[src/rtl/pc_pkg.sv]
// Shared types and default constants for the next-PC controller.
package pc_pkg;

    localparam int WIDTH = 16;

    typedef logic [WIDTH-1:0] addr_t;

    localparam addr_t RESET_VEC_DEF = 16'h0000;
    localparam addr_t IRQ_VEC_DEF   = 16'h0004;
    localparam addr_t INC_DEF       = 16'h0001;

    typedef enum logic [1:0] {
        BOOT,
        RUN,
        IACK
    } state_t;

    // A redirect request: is_eret remembers that taking it must re-enable interrupts.
    typedef struct packed {
        logic  valid;
        logic  is_eret;
        addr_t target;
    } redirect_t;

endpackage

[src/rtl/pc_sequencer_if.sv]
// Bundle of the fetch, redirect and interrupt signals around the next-PC controller.
interface pc_sequencer_if;

    pc_pkg::addr_t pc_count;
    pc_pkg::addr_t pc_next;
    logic          imem_req;
    logic          imem_ready;
    logic          stall;
    logic          branch_taken;
    pc_pkg::addr_t branch_target;
    logic          jump;
    pc_pkg::addr_t jump_target;
    logic          eret;
    logic          irq;
    logic          irq_ack;
    logic          irq_en;
    pc_pkg::addr_t epc;

    // Pipeline / PC-register side that drives the controller.
    modport master (
        output pc_count, imem_ready, stall, branch_taken, branch_target,
               jump, jump_target, eret, irq,
        input  pc_next, imem_req, irq_ack, irq_en, epc
    );

    // The controller itself.
    modport slave (
        input  pc_count, imem_ready, stall, branch_taken, branch_target,
               jump, jump_target, eret, irq,
        output pc_next, imem_req, irq_ack, irq_en, epc
    );

endinterface

[src/rtl/pc_sequencer_redirect_buf.sv]
// One-entry pending-redirect buffer: holds a redirect that arrived while the
// PC could not advance, and picks between a fresh request and the held one.
module redirect_buf
    import pc_pkg::*;
(
    input  logic      clk,
    input  logic      reset,
    input  logic      flush_i,
    input  logic      capture_i,
    input  redirect_t req_i,
    output redirect_t pend_o,
    output redirect_t sel_o
);

    redirect_t pend_q;
    redirect_t pend_d;

    // Newer requests overwrite the held one; an advancing cycle consumes it.
    always_comb begin
        pend_d = pend_q;
        if (flush_i) begin
            pend_d = '0;
        end else if (capture_i && req_i.valid) begin
            pend_d = req_i;
        end
    end

    // Buffer register, emptied by reset.
    always_ff @(posedge clk) begin
        if (reset) begin
            pend_q <= '0;
        end else begin
            pend_q <= pend_d;
        end
    end

    assign pend_o = pend_q;
    assign sel_o  = req_i.valid ? req_i : pend_q;

endmodule

[src/rtl/pc_sequencer.sv]
// Next-PC controller: boot sequencing, redirect priority, pending redirects,
// interrupt entry and exception return for the 16-bit core.
module pc_sequencer
    import pc_pkg::*;
#(
    parameter addr_t RESET_VEC = RESET_VEC_DEF,
    parameter addr_t IRQ_VEC   = IRQ_VEC_DEF,
    parameter addr_t INC       = INC_DEF
)
(
    input  logic           clk,
    input  logic           reset,
    pc_sequencer_if.slave  bus
);

    state_t    state_q, state_d;
    logic      irq_en_q, irq_en_d;
    addr_t     epc_q, epc_d;

    redirect_t req;
    redirect_t pend;
    redirect_t sel;
    logic      advance;
    logic      flush;
    logic      capture;
    addr_t     pc_next_c;
    logic      imem_req_c;
    logic      irq_ack_c;

    assign advance = bus.imem_ready & ~bus.stall;

    // Resolve this cycle's redirect: eret beats jump beats branch.
    always_comb begin
        req.valid   = bus.eret | bus.jump | bus.branch_taken;
        req.is_eret = bus.eret;
        if (bus.eret) begin
            req.target = epc_q;
        end else if (bus.jump) begin
            req.target = bus.jump_target;
        end else begin
            req.target = bus.branch_target;
        end
    end

    redirect_buf u_redirect_buf (
        .clk       (clk),
        .reset     (reset),
        .flush_i   (flush),
        .capture_i (capture),
        .req_i     (req),
        .pend_o    (pend),
        .sel_o     (sel)
    );

    // Next-state and output decode; reset forces the fetch outputs to the boot values.
    always_comb begin
        state_d    = state_q;
        irq_en_d   = irq_en_q;
        epc_d      = epc_q;
        pc_next_c  = bus.pc_count;
        imem_req_c = 1'b0;
        irq_ack_c  = 1'b0;
        flush      = 1'b0;
        capture    = 1'b0;
        case (state_q)
            BOOT: begin
                pc_next_c = RESET_VEC;
                state_d   = RUN;
                irq_en_d  = 1'b1;
            end
            RUN: begin
                imem_req_c = 1'b1;
                if (advance) begin
                    flush = 1'b1;
                    if (bus.irq && irq_en_q) begin
                        pc_next_c = IRQ_VEC;
                        if (pend.valid) begin
                            epc_d = pend.target;
                        end else if (req.valid) begin
                            epc_d = req.target;
                        end else begin
                            epc_d = bus.pc_count + INC;
                        end
                        irq_en_d = 1'b0;
                        state_d  = IACK;
                    end else if (sel.valid) begin
                        pc_next_c = sel.target;
                        if (sel.is_eret) begin
                            irq_en_d = 1'b1;
                        end
                    end else begin
                        pc_next_c = bus.pc_count + INC;
                    end
                end else begin
                    capture = 1'b1;
                end
            end
            IACK: begin
                irq_ack_c = 1'b1;
                capture   = 1'b1;
                state_d   = RUN;
            end
            default: begin
                state_d = BOOT;
            end
        endcase
        if (reset) begin
            pc_next_c  = RESET_VEC;
            imem_req_c = 1'b0;
            irq_ack_c  = 1'b0;
        end
    end

    // State, interrupt-enable and return-address registers.
    always_ff @(posedge clk) begin
        if (reset) begin
            state_q  <= BOOT;
            irq_en_q <= 1'b0;
            epc_q    <= '0;
        end else begin
            state_q  <= state_d;
            irq_en_q <= irq_en_d;
            epc_q    <= epc_d;
        end
    end

    assign bus.pc_next  = pc_next_c;
    assign bus.imem_req = imem_req_c;
    assign bus.irq_ack  = irq_ack_c;
    assign bus.irq_en   = irq_en_q;
    assign bus.epc      = epc_q;

endmodule

[src/flat_wrapper.sv]
// flat-port wrapper written by rule: the top's interface ports become plain ports
module pc_sequencer_flat import pc_pkg::*;
#(
    parameter addr_t RESET_VEC = RESET_VEC_DEF,
    parameter addr_t IRQ_VEC   = IRQ_VEC_DEF,
    parameter addr_t INC       = INC_DEF
)
  (clk, reset, bus_pc_count, bus_imem_ready, bus_stall, bus_branch_taken, bus_branch_target, bus_jump, bus_jump_target, bus_eret, bus_irq, bus_pc_next, bus_imem_req, bus_irq_ack, bus_irq_en, bus_epc);
  pc_sequencer_if bus_i ();
  input  logic clk;
  input  logic reset;
  input wire logic [$bits(bus_i.pc_count)-1:0] bus_pc_count;
  input wire logic [$bits(bus_i.imem_ready)-1:0] bus_imem_ready;
  input wire logic [$bits(bus_i.stall)-1:0] bus_stall;
  input wire logic [$bits(bus_i.branch_taken)-1:0] bus_branch_taken;
  input wire logic [$bits(bus_i.branch_target)-1:0] bus_branch_target;
  input wire logic [$bits(bus_i.jump)-1:0] bus_jump;
  input wire logic [$bits(bus_i.jump_target)-1:0] bus_jump_target;
  input wire logic [$bits(bus_i.eret)-1:0] bus_eret;
  input wire logic [$bits(bus_i.irq)-1:0] bus_irq;
  output wire logic [$bits(bus_i.pc_next)-1:0] bus_pc_next;
  output wire logic [$bits(bus_i.imem_req)-1:0] bus_imem_req;
  output wire logic [$bits(bus_i.irq_ack)-1:0] bus_irq_ack;
  output wire logic [$bits(bus_i.irq_en)-1:0] bus_irq_en;
  output wire logic [$bits(bus_i.epc)-1:0] bus_epc;
  assign bus_i.pc_count = bus_pc_count;
  assign bus_i.imem_ready = bus_imem_ready;
  assign bus_i.stall = bus_stall;
  assign bus_i.branch_taken = bus_branch_taken;
  assign bus_i.branch_target = bus_branch_target;
  assign bus_i.jump = bus_jump;
  assign bus_i.jump_target = bus_jump_target;
  assign bus_i.eret = bus_eret;
  assign bus_i.irq = bus_irq;
  assign bus_pc_next = bus_i.pc_next;
  assign bus_imem_req = bus_i.imem_req;
  assign bus_irq_ack = bus_i.irq_ack;
  assign bus_irq_en = bus_i.irq_en;
  assign bus_epc = bus_i.epc;
  pc_sequencer #(.RESET_VEC(RESET_VEC), .IRQ_VEC(IRQ_VEC), .INC(INC)) u_core (.clk(clk), .reset(reset), .bus(bus_i));
endmodule
[config.mk]
export PLATFORM = sky130hd
export DESIGN_NAME = pc_sequencer_flat
export DESIGN_NICKNAME = d
export VERILOG_FILES = /design/src/rtl/pc_pkg.sv /design/src/rtl/pc_sequencer_if.sv /design/src/rtl/pc_sequencer_redirect_buf.sv /design/src/rtl/pc_sequencer.sv /design/src/flat_wrapper.sv
export SDC_FILE = /design/constraint.sdc
export NUM_CORES = 1
export LEC_CHECK = 0
export BUFFER_PORTS_ARGS = -buffer_cell sky130_fd_sc_hd__buf_2
export CELL_PAD_IN_SITES_DETAIL_PLACEMENT = 2
export CELL_PAD_IN_SITES_GLOBAL_PLACEMENT = 2
export CORE_ASPECT_RATIO = 0.6
export CORE_MARGIN = 1
export CORE_UTILIZATION = 30
export DETAILED_ROUTE_END_ITERATION = 6
export PLACE_DENSITY = 0.84
export SETUP_SLACK_MARGIN = 0.15
export SLEW_MARGIN = 15
export SYNTH_ARGS = -nofsm -noshare
export SYNTH_HDL_FRONTEND = slang
export SYNTH_SLANG_ARGS = --single-unit
[constraint.sdc]
create_clock -name clk -period 3.9 [get_ports clk]
set_input_delay 0.585 -clock clk [delete_from_list [all_inputs] [get_ports clk]]
set_output_delay 0.585 -clock clk [all_outputs]
set_load 0.02 [all_outputs]
# Yosys cells after proc, flatten, opt, wreduce, memory -nomap -nowiden

Cells that the tools add are included.

Word-level logic and storage cells: 52
Register bits after elaboration: 37
Output and inout port bits: 35
Input bits: 56

Bitwise logic cells: 4
Reductions and logical operators: 9
Eq/ne operators: 6
$add $sub $neg: 1
Multiplexer cells: 26

Operators with widths:

| cell                                                                    | count |
|---|---|
| 16-bit 2-to-1 mux                                                       | 8 |
| 16-bit case mux with 2 select lines                                     | 1 |
| 18-bit 2-to-1 mux                                                       | 1 |
| 16-bit by 1-bit adder with 16-bit output, second input constant         | 1 |
| 1-bit 2-to-1 mux                                                        | 11 |
| 3-bit by 1-bit inequality test with 1-bit output, second input constant | 2 |
| 2-bit 2-to-1 mux                                                        | 2 |
| 2-bit by 1-bit inequality test with 1-bit output, second input constant | 2 |
| 1-bit case mux with 2 select lines                                      | 2 |
| 2-bit case mux with 2 select lines                                      | 1 |
| 4-bit AND reduction                                                     | 1 |
| 2-bit OR reduction                                                      | 2 |
| 3-bit AND reduction                                                     | 1 |
| 2-bit by 1-bit == test with 1-bit output, second input constant         | 1 |
| 2-bit == test, second input constant                                    | 1 |
| 1-bit logical AND                                                       | 2 |
| 2-bit logical NOT                                                       | 1 |
| 1-bit bitwise OR                                                        | 2 |
| 2-bit AND reduction                                                     | 1 |
| 2-bit nonzero test                                                      | 1 |
| 1-bit AND                                                               | 1 |
| 1-bit inverter                                                          | 1 |

# Depth between registers and ports, before layout

Word-level depth: 8
Depth in mapped cells: 9
Gate-level depth less buffers: 6

# Cells and area by module

From an unflattened synthesis, not the netlist that was laid out.

Cells, all modules: 457
Area total of the unflattened synthesis: 3438.3 µm²

By module, submodules not included:

| module       | instances | cells an instance | sequential area each (µm²) | area each (µm²) |
|---|---|---|---|---|
| pc_sequencer | 1         | 355               | 380.4                      | 2359.8 |
| redirect_buf | 1         | 102               | 360.3                      | 1078.5 |

# Least setup slack after synthesis

No wires, ideal clock.

Kind: input port to output port
Start point: input port bus_jump
End point: output port bus_pc_next[10]
Stages on the path: 6
Path buffers: 2
Arrival: 2.150 ns
Required time: 3.315 ns
Path slack: 1.165 ns
Cells stage by stage: buf_4 or3_1 buf_6 nor2_4 a221oi_1 a311oi_1

Cells in the longest elaborated chain, start to end: 8
Elaborated cells between the ends (all ways): 10

RTL lines:

| item                                                  | line                                   | text |
|---|---|---|
| start, declared                                       | flat_wrapper.sv:17                     | `input wire logic [$bits(bus_i.jump)-1:0] bus_jump;` |
| 16-bit 2-to-1 mux or 1-bit bitwise OR (tied branches) | pc_sequencer.sv:38, pc_sequencer.sv:34 |  |
| 16-bit 2-to-1 mux or 1-bit bitwise OR (tied branches) | pc_sequencer.sv:36, pc_sequencer.sv:34 |  |
| 18-bit 2-to-1 mux *                                   | pc_sequencer_redirect_buf.sv:38        | `assign sel_o = req_i.valid ? req_i : pend_q;` |
| 16-bit 2-to-1 mux *                                   | pc_sequencer.sv:86                     | `end else if (sel.valid) begin` |
| 16-bit 2-to-1 mux *                                   | pc_sequencer.sv:75                     | `if (bus.irq && irq_en_q) begin` |
| 16-bit 2-to-1 mux *                                   | pc_sequencer.sv:73                     | `if (advance) begin` |
| 16-bit case mux with 2 select lines *                 | pc_sequencer.sv:65                     | `case (state_q)` |
| 16-bit 2-to-1 mux *                                   | pc_sequencer.sv:107                    | `if (reset) begin` |
| end, declared                                         | flat_wrapper.sv:21                     | `output wire logic [$bits(bus_i.pc_next)-1:0] bus_pc_next;` |

Every way passes the cells marked *; elsewhere a longest branch is shown, timed or not.

# Worst setup path after layout

Start point: register u_core.state_q[1]
End point: output port bus_pc_next[13]

Cells in the longest elaborated chain, start to end: 3
Elaborated cells between the ends (all ways): 4

RTL lines:

| item                                                                          | line                | text |
|---|---|---|
| start, declared                                                               | pc_sequencer.sv:16  | `state_t state_q, state_d;` |
| start signal, assigned                                                        | pc_sequencer.sv:121 | `state_q <= state_d;` |
| 2-bit by 1-bit == test with 1-bit output or 2-bit logical NOT (tied branches) | pc_sequencer.sv:65  |  |
| 16-bit case mux with 2 select lines *                                         | pc_sequencer.sv:65  |  |
| 16-bit 2-to-1 mux *                                                           | pc_sequencer.sv:107 |  |

Marks and branches as above.

==> results.json <==
{
  "drv_slew": 0,
  "finalInstanceArea_um2": 3635,
  "htree_levels": 2,
  "yosysWarnings": 0,
  "num_rows": 27,
  "layout.nets": 546,
  "drv_cap": 0,
  "outcome": "finished, final reports clean",
  "layout_common_cells": "buf_2, nand2_1, a21oi_1, dfxtp_1, nor2_1",
  "synthFlopType": "dfxtp_1",
  "worstSetupStartpointType": "flop",
  "syn_to_final_growth_pct": 21.65,
  "cp-end-kind": "output pin",
  "post_cts_buffers": 0,
  "die_x_um": 130.8,
  "coreArea_um2": 9425,
  "grt_start_max_net_pins": 36,
  "drt_pass1_iterations": 4,
  "start_util_pct": 31.70,
  "worst_ep_required_time_ns": 3.31,
  "rsz0062_at_grt": "no",
  "async_flop_share_pct": 0,
  "regArea_um2": 740.7,
  "maxSlewHeadroom_pct": 36.51,
  "peakVddDrop_mv": 0.1630,
  "power.leakage_uw": 0.001533,
  "grt_pass1_wl_um": 20530,
  "hold_depth": 2,
  "ys_seq_elements": 37,
  "rr_worst_depth": 6,
  "fmax_mhz": 298.5,
  "crit_type": "flop to output pin",
  "grt_pass1_vias": 3751,
  "min_period_ns": 3.350,
  "cp_max_fo": 16,
  "place_area_um2": 3492,
  "final_common_cell": "buf_2",
  "antenna_found_initial": 1,
  "regToRegSetupSlack_ns": 1.33,
  "insertedDiodeCount": 0,
  "numCtsBuffers": 5,
  "path_clk_slew_ns": 0.06,
  "synth_area_um2": 2988,
  "clock_latency_ns": 0.29,
  "timing.rr.start": "u_core.state_q[1]",
  "hold_viol": 0,
  "holdBufCountCts": 0,
  "clock_sinks": 37,
  "dp_hpwl_um": 9468,
  "fillCellCount": 1114,
  "grt.total_usage_pct": 26.40,
  "drive_gt1_share_pct": 23.51,
  "multi_input_area_um2": 2037,
  "vias": 3569,
  "drcViolationCount": 0,
  "ys_types": 57,
  "io_pins": 91,
  "setup_viol": 0,
  "ctsLongestPathBuffers": 2,
  "power.density_nw_per_um2": 327.2,
  "clock-root-buffer": "clkbuf_16",
  "clock_skew_ns": 0.004649,
  "drt_iter0_markers": 152,
  "cts_tree": "done",
  "drtAntennaViolNets": 0,
  "min_delay_worst_endpoint": "u_core.u_redirect_buf.pend_o[2]",
  "syn_nets": 471,
  "synth_enable_flop_cells": 0,
  "fp.dieArea_um2": 10380,
  "worst_pin_slew_ns": 0.9513,
  "cts.repair.resized": 0,
  "hold_start": "u_core.u_redirect_buf.pend_o[2]",
  "vias_per_cell": 5.803,
  "routedWlPerCell_um": 21.28,
  "gp_congestion": 0.8189,
  "grt_overflow": 0,
  "cp_data_arrival_time_ns": 2.76,
  "io_buffers": 90,
  "ys_seq_area_share_pct": 24.79,
  "min_path_type": "flop to flop",
  "r2r_end": "u_core.u_redirect_buf.pend_o[4]",
  "setup-tns-final_ns": 0,
  "syn_avg_cell_area_um2": 7.287,
  "synth_cells": 410,
  "period_share_pct": 85.89,
  "drt_wl_total_um": 13090,
  "die_height_um": 79.31
}
==> Yosys cell counts, drive strengths merged (2+ instances only) <==
cell type / instances / area, um2
a211oi: 14 / 105.1
a21o: 4 / 30.03
a21oi: 55 / 279.0
a221o: 3 / 30.03
a221oi: 19 / 166.4
a311oi: 7 / 61.31
a31oi: 2 / 12.51
and2: 3 / 18.77
buf: 16 / 112.6
clkbuf: 13 / 48.80
dfxtp: 37 / 740.7
ha: 5 / 62.56
inv: 13 / 48.79
mux2: 2 / 22.52
mux2i: 16 / 160.2
nand2: 70 / 262.8
nand2b: 13 / 81.33
nand3: 9 / 50.05
nand4: 4 / 25.02
nor2: 28 / 122.6
nor2b: 11 / 68.82
nor3: 8 / 45.04
nor4: 3 / 18.77
o211a: 3 / 30.03
o211ai: 4 / 35.03
o21ai: 16 / 80.07
xnor2: 4 / 35.03
xor2: 9 / 78.83
==> kinds of logic after synthesis <==
| group | after synthesis | synth area share [%] |
|---|---|---|
| adder cells (fa/ha/maj) | 5 | 2.094 |
| flip-flops | 37 | 24.79 |
| AO/OA/AOI/OAI | 140 | 31.49 |
| buffers and inverters | 42 | 7.035 |
| multiplexers | 18 | 6.114 |
| AND/OR/NAND/NOR | 155 | 24.67 |
| XOR/XNOR | 13 | 3.811 |
==> report_power, final <==
group | internal, uW | switching, uW
clock | 252 | 172
sequential | 389 | 13.0
combinational | 125 | 238
==> layout make-up <==
class / count / area share [%]
Sequential cell: 37 / 20.38
Clock buffer: 7 / 3.924
Multi-Input combinational cell: 331 / 56.04
Timing Repair Buffer: 97 / 13.84
Tap cell: 130 / 4.475
Inverter: 13 / 1.343
==> layer usage <==
| metal | up-vias | GRT usage, % | share of wire [%] |
|---|---|---|---|
| met5 | - | 0 | 0.099 |
| met4 | 2 | 5.517 | 0.74 |
| met3 | 13 | 4.650 | 6.5 |
| met2 | 126 | 44.29 | 45 |
| met1 | 1776 | 35.21 | 48 |
| li1 | 1652 | - | - |
==> flip-flops by register name (all words and copies together), names as in the netlist <==
| name | flops |
|---|---|
| u_core.u_redirect_buf.pend_o | 18 |
| u_core.bus.epc | 16 |
| u_core.state_q | 2 |
| u_core.bus.irq_en | 1 |
==> how the worst max path moves through the flow <==
| stage | start | endpoint | slack [ns] |
|---|---|---|---|
| 2_1_floorplan | bus_jump | bus_pc_next[10] | 1.16 |
| 3_3_place_gp | bus_jump | bus_pc_next[7] | 0.75 |
| 3_5_place_dp | bus_jump | bus_pc_next[7] | 0.71 |
| 4_1_cts | u_core.state_q[1] | bus_pc_next[13] | 0.53 |
| 5_1_grt | u_core.state_q[1] | bus_pc_next[13] | 0.26 |
| 6_report | u_core.state_q[1] | bus_pc_next[13] | 0.55 |
==> critical path, stage by stage (launching register included) <==
cell,delay (ns)
dfxtp_1,0.34
inv_1,0.09
ha_1,0.51
nor2b_1,0.17
a21oi_2,0.60
a221oi_1,0.21
a211oi_1,0.33
buf_2,0.22
==> stage by stage <==
stage | hold slack [ns] | worst slack, ns | total power, uW | cells | util (%)
global placement | 0.4366 | 0.7524 | 749.5 | 608 | 37.05
CTS | 0.4684 | 0.5335 | 1193 | 615 | 38.56
finish | 0.4641 | 0.5502 | 1189 | 615 | 38.56
floorplan | 0.4267 | 1.165 | 636.9 | 410 | -
detailed placement | 0.4587 | 0.7083 | 767.4 | 608 | 37.05
global route | 0.4921 | 0.2622 | 1244 | 615 | 38.56
(Power assumes the default switching activity.)
